[config.mk]
export PLATFORM = sky130hd
export DESIGN_NAME = control_rom_writer
export DESIGN_NICKNAME = d
export VERILOG_FILES = /design/src/rtl/ctrl_rom_pkg.sv /design/src/rtl/ctrl_word_packer.sv /design/src/rtl/control_rom_writer.sv
export SDC_FILE = /design/constraint.sdc
export NUM_CORES = 1
export LEC_CHECK = 0
export ABC_AREA = 1
export CAP_MARGIN = 10
export CORE_MARGIN = 1.5
export CORE_UTILIZATION = 35
export DETAILED_ROUTE_END_ITERATION = 12
export SKIP_CTS_REPAIR_TIMING = 1
export SLEW_MARGIN = 20
export SYNTH_ARGS = -nofsm -noshare
export SYNTH_HDL_FRONTEND = slang
export SYNTH_SLANG_ARGS = --single-unit
[constraint.sdc]
create_clock -name iclk -period 2.64 [get_ports iclk]
set_input_delay 0.528 -clock iclk [delete_from_list [all_inputs] [get_ports iclk]]
set_output_delay 0.528 -clock iclk [all_outputs]
set_load 0.02 [all_outputs]
[src/rtl/ctrl_rom_pkg.sv]
// ctrl_rom_pkg
// Shared definitions for the control ROM writer:
//   - default ROM geometry (word address width, control word width)
//   - stream framing constants (length bytes, bytes per word)
//   - FSM state encoding plus small state-classification helpers
// Optional feature macro: CTRL_ROM_CHECKSUM_EN adds the SUM state.
package ctrl_rom_pkg;

    localparam int CTRL_ROM_ADDR_W = 17;  // {ext, opcode[7:0], flags[3:0], step[3:0]}
    localparam int CTRL_ROM_WORD_W = 32;
    localparam int LEN_BYTES       = 3;   // little-endian word count
    localparam int BYTES_PER_WORD  = 4;   // little-endian control word
    localparam int LEN_W           = 8 * LEN_BYTES;

    typedef enum logic [2:0] {
        ST_IDLE  = 3'd0,
        ST_LEN   = 3'd1,
        ST_DATA  = 3'd2,
        ST_WRITE = 3'd3,
`ifdef CTRL_ROM_CHECKSUM_EN
        ST_SUM   = 3'd4,
`endif
        ST_FIN   = 3'd5
    } ctrl_state_e;

    // States in which the stream port may accept a byte.
    function automatic logic state_takes_bytes(input ctrl_state_e s);
        logic r;
        r = 1'b0;
        case (s)
            ST_LEN, ST_DATA: r = 1'b1;
`ifdef CTRL_ROM_CHECKSUM_EN
            ST_SUM:          r = 1'b1;
`endif
            default:         r = 1'b0;
        endcase
        return r;
    endfunction

    // States that belong to an active load (CPU control word tri-stated).
    function automatic logic state_is_loading(input ctrl_state_e s);
        logic r;
        r = 1'b0;
        case (s)
            ST_LEN, ST_DATA, ST_WRITE: r = 1'b1;
`ifdef CTRL_ROM_CHECKSUM_EN
            ST_SUM:                    r = 1'b1;
`endif
            default:                   r = 1'b0;
        endcase
        return r;
    endfunction

endpackage

[src/rtl/ctrl_word_packer.sv]
// ctrl_word_packer
// Assembles little-endian bytes into a control word. The first byte of a
// word ends up in bits [7:0]. word_done_o pulses combinationally on the
// cycle the last byte of a word is presented, with word_o holding the
// complete word on that same cycle, so the caller can latch it directly.
// Ports:
//   clk_i        clock, rising edge
//   rst_i        synchronous active-high reset
//   clear_i      restart assembly at byte 0 (new load)
//   byte_valid_i byte_i is consumed this cycle
//   byte_i       stream byte
//   word_o       assembled word (valid when word_done_o)
//   word_done_o  last byte of a word consumed this cycle
module ctrl_word_packer
    import ctrl_rom_pkg::*;
#(
    parameter int WORD_W = CTRL_ROM_WORD_W
) (
    input  logic              clk_i,
    input  logic              rst_i,
    input  logic              clear_i,
    input  logic              byte_valid_i,
    input  logic [7:0]        byte_i,
    output logic [WORD_W-1:0] word_o,
    output logic              word_done_o
);

    logic [1:0]        byte_idx_q;
    // Only the upper bytes are kept; the newest byte is supplied live.
    logic [WORD_W-9:0] shift_q;

    assign word_o      = {byte_i, shift_q};
    assign word_done_o = byte_valid_i && (byte_idx_q == 2'(BYTES_PER_WORD - 1));

    always_ff @(posedge clk_i) begin
        if (rst_i || clear_i) begin
            byte_idx_q <= 2'd0;
            shift_q    <= '0;
        end else if (byte_valid_i) begin
            byte_idx_q <= byte_idx_q + 2'd1;   // wraps to 0 after a full word
            shift_q    <= word_o[WORD_W-1:8];
        end
    end

endmodule

[src/rtl/control_rom_writer.sv]
// control_rom_writer
// Loads a control ROM from a byte stream: 3 length bytes (word count N,
// little-endian), then N words of 4 little-endian bytes, each written with
// a one-cycle rom_we strobe at addresses 0..N-1. While loading, cpu_hold
// keeps the control logic's control word tri-stated.
// Optional feature macro: CTRL_ROM_CHECKSUM_EN appends one checksum byte;
// the load succeeds only if the 8-bit sum of all bytes including it is 0.
// Without the macro, a load that completes all writes simply succeeds.
// Ports:
//   iclk      clock, rising edge
//   rst       synchronous active-high reset (wins over start/in_valid)
//   start     one-cycle load request, honoured in IDLE or FIN
//   in_data   stream byte; in_valid qualifies it
//   in_ready  byte accepted when in_valid && in_ready
//   rom_addr  write address, holds last value outside WRITE
//   rom_data  write data, holds last value outside WRITE
//   rom_we    one-cycle write strobe
//   busy      load in progress
//   cpu_hold  control-logic ctrlen while loading
//   done      sticky success flag
//   err       sticky failure flag (oversized length or bad checksum)
// Stream handshake: a byte transfers on a rising edge where in_valid and
// in_ready are both 1; in_valid low simply stalls the FSM.
module control_rom_writer
    import ctrl_rom_pkg::*;
#(
    parameter int ADDR_W = CTRL_ROM_ADDR_W,
    parameter int WORD_W = CTRL_ROM_WORD_W
) (
    input  logic              iclk,
    input  logic              rst,
    input  logic              start,
    input  logic [7:0]        in_data,
    input  logic              in_valid,
    output logic              in_ready,
    output logic [ADDR_W-1:0] rom_addr,
    output logic [WORD_W-1:0] rom_data,
    output logic              rom_we,
    output logic              busy,
    output logic              cpu_hold,
    output logic              done,
    output logic              err
);

`ifdef CTRL_ROM_CHECKSUM_EN
    localparam ctrl_state_e POST_STATE = ST_SUM;
`else
    localparam ctrl_state_e POST_STATE = ST_FIN;
`endif

    // Largest legal word count is 2^ADDR_W (last address all-ones).
    localparam logic [LEN_W:0] MAX_WORDS = {{LEN_W{1'b0}}, 1'b1} << ADDR_W;

    ctrl_state_e       state_q, state_d;
    logic [1:0]        len_cnt_q;
    logic [LEN_W-1:0]  len_q;
    logic [ADDR_W-1:0] word_idx_q;
    logic              in_ready_q, busy_q, cpu_hold_q, done_q, err_q, rom_we_q;
    logic [ADDR_W-1:0] rom_addr_q;
    logic [WORD_W-1:0] rom_data_q;

    logic              accept, start_ok;
    logic              len_last, len_too_big, len_zero, word_last;
    logic [LEN_W-1:0]  len_full;
    logic              set_err, set_done;
    logic [WORD_W-1:0] packed_word;
    logic              word_done;

`ifdef CTRL_ROM_CHECKSUM_EN
    logic [7:0]        sum_q;
    logic [7:0]        sum_final;
    assign sum_final = sum_q + in_data;
`endif

    assign accept   = in_valid && in_ready_q;
    assign start_ok = start && (state_q == ST_IDLE || state_q == ST_FIN);

    // Length as it stands once the third byte lands this cycle.
    assign len_full    = {in_data, len_q[15:0]};
    assign len_last    = (len_cnt_q == 2'(LEN_BYTES - 1));
    assign len_too_big = ({1'b0, len_full} > MAX_WORDS);
    assign len_zero    = (len_full == '0);
    assign word_last   = (len_q == LEN_W'(word_idx_q) + LEN_W'(1));

    ctrl_word_packer #(
        .WORD_W (WORD_W)
    ) u_packer (
        .clk_i        (iclk),
        .rst_i        (rst),
        .clear_i      (start_ok),
        .byte_valid_i (accept && state_q == ST_DATA),
        .byte_i       (in_data),
        .word_o       (packed_word),
        .word_done_o  (word_done)
    );

    always_comb begin
        state_d = state_q;
        if (start_ok) begin
            state_d = ST_LEN;
        end else begin
            case (state_q)
                ST_LEN: begin
                    if (accept && len_last) begin
                        if (len_too_big)   state_d = ST_FIN;
                        else if (len_zero) state_d = POST_STATE;
                        else               state_d = ST_DATA;
                    end
                end
                ST_DATA: begin
                    if (accept && word_done) state_d = ST_WRITE;
                end
                ST_WRITE: begin
                    state_d = word_last ? POST_STATE : ST_DATA;
                end
`ifdef CTRL_ROM_CHECKSUM_EN
                ST_SUM: begin
                    if (accept) state_d = ST_FIN;
                end
`endif
                ST_IDLE, ST_FIN: state_d = state_q;
                default:         state_d = ST_IDLE;
            endcase
        end
    end

    // Failure is decided on the transition into FIN; any other entry into
    // FIN is a success, which keeps done and err mutually exclusive.
    always_comb begin
        set_err = 1'b0;
        if (!start_ok) begin
            if (state_q == ST_LEN && accept && len_last && len_too_big) set_err = 1'b1;
`ifdef CTRL_ROM_CHECKSUM_EN
            if (state_q == ST_SUM && accept && sum_final != 8'h00) set_err = 1'b1;
`endif
        end
        set_done = (state_d == ST_FIN) && (state_q != ST_FIN) && !set_err;
    end

    always_ff @(posedge iclk) begin
        if (rst) begin
            state_q    <= ST_IDLE;
            in_ready_q <= 1'b0;
            busy_q     <= 1'b0;
            cpu_hold_q <= 1'b0;
            done_q     <= 1'b0;
            err_q      <= 1'b0;
            rom_we_q   <= 1'b0;
            rom_addr_q <= '0;
            rom_data_q <= '0;
            len_cnt_q  <= 2'd0;
            len_q      <= '0;
            word_idx_q <= '0;
`ifdef CTRL_ROM_CHECKSUM_EN
            sum_q      <= 8'h00;
`endif
        end else begin
            state_q    <= state_d;
            // Outputs follow the state being entered so they line up with it.
            in_ready_q <= state_takes_bytes(state_d);
            busy_q     <= state_is_loading(state_d);
            cpu_hold_q <= state_is_loading(state_d);
            rom_we_q   <= (state_d == ST_WRITE);

            if (state_q == ST_DATA && state_d == ST_WRITE) begin
                rom_addr_q <= word_idx_q;
                rom_data_q <= packed_word;
            end

            if (start_ok) begin
                done_q     <= 1'b0;
                err_q      <= 1'b0;
                len_cnt_q  <= 2'd0;
                len_q      <= '0;
                word_idx_q <= '0;
`ifdef CTRL_ROM_CHECKSUM_EN
                sum_q      <= 8'h00;
`endif
            end else begin
                if (set_err)  err_q  <= 1'b1;
                if (set_done) done_q <= 1'b1;

                if (state_q == ST_LEN && accept) begin
                    case (len_cnt_q)
                        2'd0:    len_q[7:0]   <= in_data;
                        2'd1:    len_q[15:8]  <= in_data;
                        default: len_q[23:16] <= in_data;
                    endcase
                    len_cnt_q <= len_cnt_q + 2'd1;
                end

`ifdef CTRL_ROM_CHECKSUM_EN
                if ((state_q == ST_LEN || state_q == ST_DATA) && accept) begin
                    sum_q <= sum_q + in_data;
                end
`endif

                // Advance only when another word follows, so the index
                // never wraps past the last address.
                if (state_q == ST_WRITE && !word_last) begin
                    word_idx_q <= word_idx_q + 1'b1;
                end
            end
        end
    end

    assign in_ready = in_ready_q;
    assign busy     = busy_q;
    assign cpu_hold = cpu_hold_q;
    assign done     = done_q;
    assign err      = err_q;
    assign rom_we   = rom_we_q;
    assign rom_addr = rom_addr_q;
    assign rom_data = rom_data_q;

endmodule

# ---- Word-level counts from Yosys, hierarchy flattened
# Cells that the tools add are included.
dict set report op_classes {
  addsub 4
  order_cmp 1
  n_bitwise 1
  n_eq_ne 13
  mux 11
  n_reduce_logical 28
}
# operator n
set ops {}
lappend ops {{== test 24 x 18 -> 1 bit} 1}
lappend ops {{> comparator 24 x 18 -> 1 bit (second input constant)} 1}
lappend ops {{zero test 24 bit} 1}
lappend ops {{adder 17 x 1 -> 18 bit (second input constant)} 1}
lappend ops {{2-to-1 mux 3 bit} 6}
lappend ops {{adder 17 x 1 -> 17 bit (second input constant)} 1}
lappend ops {{logical AND 1 bit} 13}
lappend ops {{== test 3 x 2 -> 1 bit (second input constant)} 4}
lappend ops {{one-hot mux 3 bit (4 select lines)} 1}
lappend ops {{OR reduction 2 bit} 4}
lappend ops {{== test 3 x 1 -> 1 bit (second input constant)} 2}
lappend ops {{== test 3 bit (second input constant)} 2}
lappend ops {{AND reduction 2 bit} 3}
lappend ops {{adder 2 x 1 -> 2 bit (second input constant)} 2}
lappend ops {{== test 2 bit (second input constant)} 2}
lappend ops {{2-to-1 mux 1 bit} 4}
lappend ops {{zero test 3 bit} 1}
lappend ops {{!= test 3 bit (second input constant)} 1}
lappend ops {{OR reduction 3 bit} 1}
lappend ops {{== test 2 x 1 -> 1 bit (second input constant)} 1}
lappend ops {{zero test 1 bit} 2}
lappend ops {{zero test 2 bit} 1}
lappend ops {{logical OR 1 bit} 2}
lappend ops {{inverter 1 bit} 1}
dict set report totals {
  word_cells 73
  out_inout_bits 55
  regBits 126
  in_bits 12
}

# ---- Logic depth before layout (Yosys ltp)
# Gate-level depths: netlist of run 1.
dict set report logic_depth {
  depth_word 10
  ltp_mapped 17
}

# ---- By module
# From an unflattened synthesis of run 1, not the netlist that was laid out.
dict set report unflattened {
  cells_unflattened 819
  hier_area_um2 5669.2
}
# module area_each_um2 seq_area_each_um2 cells_per_inst n_inst
set by_module_without_submodules {}
lappend by_module_without_submodules {control_rom_writer 4506.8 2001.9 644 1}
lappend by_module_without_submodules {ctrl_word_packer 1162.4 520.5 175 1}

# ---- Worst setup path before layout of run 1
# No wires, ideal clock.
dict set report synth_timing {
  path_kind {register to register}
  startpoint {reg word_idx_q[1]}
  endpoint {reg word_idx_q[2]}
  period_less_slack_ps 2053
  n_path_buf 1
  t_arrival_ps 1935
  setup_time_ps 118
  path_slack_ps 587
  stages_incl_launch_ff 18
  cell_sequence {dfxtp_1 ha_1 nand2_2 nor2_8 nand2_4 nor2_1 nand2_1 nand2_1 nand2_1 nand2_1 nand3_2 nor2_4 nand2_2 nand2_4 inv_4 buf_6 o21ai_1 a21oi_2}
}
dict set report synth_between {
  elab_chain_cells 4
  word_cells_on_any_way 5
  classes_between {2 x add/sub; 1 x eq/ne; 2 x reduce/logical}
}
# element line_no
set synth_rtl {}
lappend synth_rtl {{from (decl)} control_rom_writer.sv:57} ;# logic [ADDR_W-1:0] word_idx_q;
lappend synth_rtl {{from (signal assigned)} control_rom_writer.sv:201} ;# word_idx_q <= word_idx_q + 1'b1;
lappend synth_rtl {{adder 17 x 1 -> 18 bit} control_rom_writer.sv:83} ;# assign word_last = (len_q == LEN_W'(word_idx_q) + LEN_W'(1));
lappend synth_rtl {{== test 24 x 18 -> 1 bit} control_rom_writer.sv:83}
lappend synth_rtl {{zero test 1 bit} control_rom_writer.sv:200} ;# if (state_q == ST_WRITE && !word_last) begin
lappend synth_rtl {{logical AND 1 bit} control_rom_writer.sv:200}
# Parallel ways exist; a longest one is shown, timed or not.
# A chain may end at the register's enable or synchronous reset.

# ---- Worst setup path after layout of run 1
dict set report layout_timing {
  startpoint {reg word_idx_q[1]}
  endpoint {reg cpu_hold_q (netlist: cpu_hold)}
}
dict set report layout_between {
  elab_chain_cells 8
  word_cells_on_any_way 10
  classes_between {1 x add/sub; 4 x eq/ne; 4 x mux; 1 x reduce/logical}
}
# element line_no
set layout_rtl {}
lappend layout_rtl {{adder 17 x 1 -> 18 bit (*)} control_rom_writer.sv:83}
lappend layout_rtl {{== test 24 x 18 -> 1 bit (*)} control_rom_writer.sv:83}
lappend layout_rtl {{2-to-1 mux 3 bit (*)} control_rom_writer.sv:114} ;# state_d = word_last ? POST_STATE : ST_DATA;
lappend layout_rtl {{one-hot mux 3 bit (4 select lines) (*)} control_rom_writer.sv:102} ;# case (state_q)
lappend layout_rtl {{2-to-1 mux 3 bit (*)} control_rom_writer.sv:99} ;# if (start_ok) begin
lappend layout_rtl {{== test 3 x 2 -> 1 bit or == test 3 x 1 -> 1 bit (tied branches)} ctrl_rom_pkg.sv:44} ;# case (s)
lappend layout_rtl {{OR reduction 3 bit (*)} ctrl_rom_pkg.sv:44}
lappend layout_rtl {{2-to-1 mux 1 bit (*)} ctrl_rom_pkg.sv:44}
lappend layout_rtl {{to (signal assigned)} control_rom_writer.sv:162} ;# cpu_hold_q <= state_is_loading(state_d);
lappend layout_rtl {{to (decl)} control_rom_writer.sv:58} ;# logic in_ready_q, busy_q, cpu_hold_q, done_q, err_q, rom_we_q;
# Mark *: on every way between the ends. The rest lies on a longest branch, timed or not.

==> flow_metrics.py, run 1 <==
metrics = {
    "power": {
        "ir_worst_vdd_uv": 379,
        "p_per_area_nw_per_um2": 632,
        "design_power_total_mw": 4.42,
        "leakage_nw": 2.57,
    },
    "sta": {
        "clock_skew_ns": 0.00996,
        "rsz0062_at_grt": "false",
        "fin_crit_sh_pct": 89.0,
        "worst_pin_slew_ns": 0.473,
        "fin_crit_ns": 2.35,
        "finalSetupTns_ns": 0,
        "hold_ws_ns": 0.452,
        "clock.fmax_ghz": 0.425,
        "finalHoldViolCount": 0,
        "drv_slew": 0,
        "timing.final.ws_setup_ns": 0.290,
        "finalSetupViolations": 0,
        "relSlewSlack_pct": 68.1,
    },
    "global_routing": {
        "grt_overflow": 0,
        "antenna_found_initial": 0,
        "grt_pass1_wl_um": 23800,
        "grt_pass1_vias": 4592,
        "grt_max_degree": 53,
        "track_usage_pct": 18.7,
    },
    "min_path": {
        "hold_class": "flop to flop",
    },
    "route": {
        "antenna_left": 0,
        "drc": 0,
        "first_pass_iters": 5,
        "drt_iter0_markers": 299,
        "routedWlPerCell_um": 14.2,
        "via_count": 5038,
        "vias_per_cell": 4.93,
        "totalWireLength_um": 14500,
    },
    "die": {
        "io_pins": 67,
        "dieWidth_um": 128,
        "num_rows": 45,
        "die_y_um": 128,
        "design.core.area_sq_um": 15200,
        "die_area_sq_um": 16400,
        "initial_utilization_pct": 36.0,
    },
    "setup_path": {
        "r2r_slack_ns": 0.29,
        "critical-path-top-delay-family": "simple AND/OR/NAND/NOR gates",
        "cpMaxStageDelayCell": "dfxtp_1",
        "crit_type": "flop to flop",
        "crit_path_frequent_cell": "nand3_1",
        "cp-end-kind": "flop",
        "worstPathMaxFanout": 9,
        "cp.buffers_inverters": 0,
        "slowest_delay_ns": 0.40,
        "required_ns": 2.94,
        "worstPathArrival_ns": 2.65,
        "startpoint_type": "flop",
        "cp_cell_sequence": "ha_1 > nand2_2 > nor2_8 > nand3_1 > nand2_2 > nor2_1 > a21oi_1 > nand3_2 > nor2_4 > nand3_1 > nand3_1 > nand2_1 > nand3_1 > o21ai_0",
    },
    "yosys": {
        "synth_top_area_cell": "dfxtp_1",
        "synth_nets": 766,
        "synth_top_area_share_pct": 46.2,
        "synthFlopType": "dfxtp_1",
        "yosys_warnings": 0,
        "yosysSeqAreaShare_pct": 46.2,
        "syn_inst": 749,
        "syn_area_sq_um": 5470,
        "ys_async_sr_fraction_pct": 0,
        "syn-mean-instance-area_sq_um": 7.30,
        "synth_edf_count": 0,
        "synthDistinctLibCells": 32,
        "synthTopCellsByArea": "dfxtp_1, nand2_1, a21oi_1",
        "ys_seq_elements": 126,
    },
    "finish": {
        "antenna_cells": 0,
        "regArea_sq_um": 2520,
        "multiInputGateArea_sq_um": 2550,
        "design_area_sq_um": 6990,
        "fillers": 1552,
        "stdcell_count": 1021,
        "area_growth_pct": 28.0,
        "postLayoutCoreUtil_pct": 46.0,
        "layout-drive-gt1-share_pct": 10.6,
        "layout.nets": 837,
    },
    "flow_run": {
        "cap_violations": 0,
    },
    "cts": {
        "cts_tree": "done",
        "clk_pin_slew_ns": 0.06,
        "ctsRootBufferMaster": "clkbuf_16",
        "clock-sinks": 126,
        "clock_path_buffers": 2,
        "clk_latency_ns": 0.42,
        "cts_made_buffers": 17,
        "ctsHtreeMaxLevel": 4,
    },
    "placement": {
        "place_inst": 989,
        "routabilityCongestion": 0.829,
        "placed_cell_area_sq_um": 6390,
        "port_buffers": 66,
        "dp_hpwl_um": 10200,
        "pre_cts_ws_ns": 0.170,
    },
    "run_status": {
        "status": "complete, no violations",
    },
}
-- routing by layer --
metal  up-vias  GRT usage, %  wire [um]
li1       2617             -          -
met1      2282          26.1       7240
met2       126          28.5       6380
met3        13          4.84        739
met4         0          5.42        150
met5         -             0          0
-- cells in the mapped netlist (4+ instances only) --
library cell  instances
a21oi_1              81
a21oi_2               5
a31oi_1               5
buf_1                 5
clkbuf_1             23
dfxtp_1             126
ha_1                  5
inv_1                59
nand2_1             150
nand2_2              11
nand3_1              40
nand4_1              18
nor2_1               91
nor2_2                4
nor2_4                7
o21ai_0              76
o21ai_1              20
-- report_power, final --
part	internal [mW]	total (mW)	switching, mW
clock network	1.49	2.37	0.879
logic	0.0532	0.147	0.0939
registers	1.91	1.91	0.00399
-- area by class of cell --
cell class,count,share of cell area [%]
timing repair buffer,85,12.0
tap,188,3.36
multi-input combinational,526,36.5
inverter,64,3.51
clock inverter,13,2.38
clock buffer,19,6.19
sequential,126,36.1
-- tightest hold or removal path: stages (launching register included) --
cell	delay (ns)
dfxtp_1	0.29
inv_1	0.06
a21oi_1	0.05
-- sequential cells by signal (all words and copies together) (netlist names) --
name and count:
rom_addr 17, u_packer.shift_q 24, word_idx_q 17, len_cnt_q 2, u_packer.byte_idx_q 2, rom_data 32
rom_we 1, cpu_hold 1, done 1, in_ready 1, err 1, state_q 3
len_q 24
-- path summary, 6_finish.rpt --
check                                                 from                     end  cells after the start
worst max-delay path            word_idx_q[1]$_SDFFE_PP0N_     cpu_hold$_SDFF_PP0_                     14
worst min register to register      len_q[23]$_SDFFE_PP0P_  len_q[23]$_SDFFE_PP0P_                      2
worst min-delay path                len_q[23]$_SDFFE_PP0P_  len_q[23]$_SDFFE_PP0P_                      2
worst max register to register  word_idx_q[1]$_SDFFE_PP0N_     cpu_hold$_SDFF_PP0_                     14
-- placed cells by master (no fill, tap or decap) --
master and instances:
xnor2_1 1, nand3_4 1, clkbuf_1 2, nand2_2 11, clkinv_4 4, o21bai_1 1
clkdlybuf4s50_1 66, a21oi_2 5, clkinv_2 2, buf_12 3, nor2_4 7, nand3_1 40
nand3_2 2, clkinv_1 1, nor4_1 2, clkbuf_16 17, inv_1 59, o21ai_2 1
nor2_8 1, nand2_4 2, clkinvlp_4 3, nand2_1 150, a21oi_1 81, ha_1 5
xor2_1 2, a31oi_1 5, o21ai_0 76, inv_6 2, bufinv_16 3, nor2_2 5
nor2_1 90, o21ai_1 20, dfxtp_1 126, inv_2 3, nand4_1 18, buf_4 16
-- cell families (layout without fill, tap and decap cells) --
family | Yosys count | count (layout) | synth area share [%]
compound gates | 189 | 189 | 17.9
xor+xnor | 3 | 3 | 0.481
fa+ha+maj | 5 | 5 | 1.14
buf+inv | 97 | 181 | 7.21
flops | 126 | 126 | 46.2
simple gates | 329 | 329 | 27.1
Note: power is estimated with default switching activity, not from simulation.
==> run 2, diff against run 1 <==
GPL_TIMING_DRIVEN = 0   (was not set)
==> run 2 against run 1 <==
Cell count is 1.4% higher; first-iteration DRC count is 31% higher; hold slack better by 0.0032 ns.
==> flow_metrics.py, run 2 (same netlist as run 1, synthesis figures left out) <==
metrics = {
    "run_status": {
        "status": "complete, no violations",
    },
    "sta": {
        "relSlewSlack_pct": 62.5,
        "fin_crit_ns": 2.43,
        "finalSetupViolations": 0,
        "clock_skew_ns": 0.00550,
        "finalSetupTns_ns": 0,
        "finalHoldViolCount": 0,
        "worst_pin_slew_ns": 0.560,
        "fin_crit_sh_pct": 92.0,
        "drv_slew": 0,
        "clock.fmax_ghz": 0.412,
    },
    "die": {
        "design.core.area_sq_um": 15200,
        "die_y_um": 128,
        "initial_utilization_pct": 36.0,
        "die_area_sq_um": 16400,
        "io_pins": 67,
        "dieWidth_um": 128,
        "num_rows": 45,
    },
    "cts": {
        "clock_path_buffers": 2,
        "clk_latency_ns": 0.42,
        "clk_pin_slew_ns": 0.06,
        "ctsRootBufferMaster": "clkbuf_16",
        "cts_tree": "done",
        "clock-sinks": 126,
        "cts_made_buffers": 17,
        "ctsHtreeMaxLevel": 4,
    },
    "route": {
        "totalWireLength_um": 15000,
        "drt_iter0_markers": 392,
        "routedWlPerCell_um": 14.5,
        "drc": 0,
        "via_count": 5021,
        "vias_per_cell": 4.85,
        "first_pass_iters": 5,
        "antenna_left": 0,
    },
    "placement": {
        "dp_hpwl_um": 10900,
        "port_buffers": 66,
        "routabilityCongestion": 0.879,
    },
    "global_routing": {
        "antenna_found_initial": 0,
        "grt_overflow": 0,
        "grt_max_degree": 17,
        "grt_pass1_vias": 4745,
        "track_usage_pct": 19.1,
        "grt_pass1_wl_um": 24200,
    },
    "power": {
        "leakage_nw": 2.52,
        "ir_worst_vdd_uv": 460,
        "p_per_area_nw_per_um2": 626,
    },
    "finish": {
        "multiInputGateArea_sq_um": 2560,
        "regArea_sq_um": 2520,
        "fillers": 1543,
        "antenna_cells": 0,
        "largest_reg_flops": 32,
        "layout-drive-gt1-share_pct": 9.09,
        "layout.cells.most_common_list": "nand2_1, dfxtp_1, nor2_1, a21oi_1, o21ai_0",
        "final_common_cell": "nand2_1",
        "postLayoutCoreUtil_pct": 45.7,
        "area_growth_pct": 27.2,
        "layout.nets": 851,
    },
    "setup_path": {
        "slowest_delay_ns": 0.41,
        "worstPathArrival_ns": 2.74,
        "required_ns": 2.95,
        "cpMaxStageDelayCell": "dfxtp_2",
        "crit_type": "flop to flop",
        "worstPathMaxFanout": 10,
        "startpoint_type": "flop",
        "cp_cell_sequence": "ha_2 > nand3_1 > o21ai_1 > nand2_1 > nand2_1 > nand3_1 > nor2_2 > nand3_2 > nor2_4 > nand2_2 > nand2_4 > inv_4 > buf_6 > o21ai_1 > a21oi_2",
        "cp-end-kind": "flop",
    },
    "flow_run": {
        "cap_violations": 0,
    },
    "min_path": {
        "hold_class": "flop to flop",
    },
}
==> run 2: path summary, 6_finish.rpt <==
check	from	slack, ns	to	depth (start not counted)
worst max register to register	word_idx_q[1]$_SDFFE_PP0N_	0.21	word_idx_q[10]$_SDFFE_PP0N_	15
worst max-delay path	word_idx_q[1]$_SDFFE_PP0N_	0.21	word_idx_q[10]$_SDFFE_PP0N_	15
worst min-delay path	len_q[23]$_SDFFE_PP0P_	0.45	len_q[23]$_SDFFE_PP0P_	2
worst min register to register	len_q[23]$_SDFFE_PP0P_	0.45	len_q[23]$_SDFFE_PP0P_	2
==> run 2: where the power goes <==
group          switching [mW]  internal (mW)
combinational          0.0924         0.0439
clock                   0.977           1.33
sequential            0.00404           1.91
==> run 2: per-stage QoR <==
step	hold slack, ns	power [mW]	worst slack (ns)	instance area (sq um)	cells
floorplan	0.429	2.02	0.587	5470	749
global placement	0.438	2.09	-0.374	6360	1003
detailed placement	0.445	2.09	-0.384	6360	1003
CTS	0.455	4.39	0.0651	6940	1035
global route	0.473	4.49	-0.0468	6950	1035
finish	0.455	4.35	0.210	6950	1035
==> run 2: worst max-delay path, delay by kind of cell, from the launching register on <==
family	cells	cell delay (ns)
and+or+nand+nor	9	1.05
DFF	1	0.41
buffers and inverters	2	0.20
adders and majority gates	1	0.28
AOI/OAI and AO/OA	3	0.38
==> run 2: layer usage <==
metal,routed length [um],vias to the layer above,GRT usage (%),share of wire (%)
li1,-,2645,-,-
met1,7420,2246,25.8,49
met2,6500,109,29.4,43
met3,798,21,4.97,5.3
met4,280,0,7.14,1.9
met5,0,-,0,0
==> run 2: cell type report <==
| type | instances | area share, % |
|---|---|---|
| plain buffers | 33 | 2.20 |
| repair buffers | 66 | 9.50 |
| well taps | 188 | 3.38 |
| flip-flops and latches | 126 | 36.3 |
| multi-input cells | 526 | 36.8 |
| clock buffers | 17 | 6.12 |
| clock inverters | 15 | 2.21 |
| inverters | 64 | 3.49 |
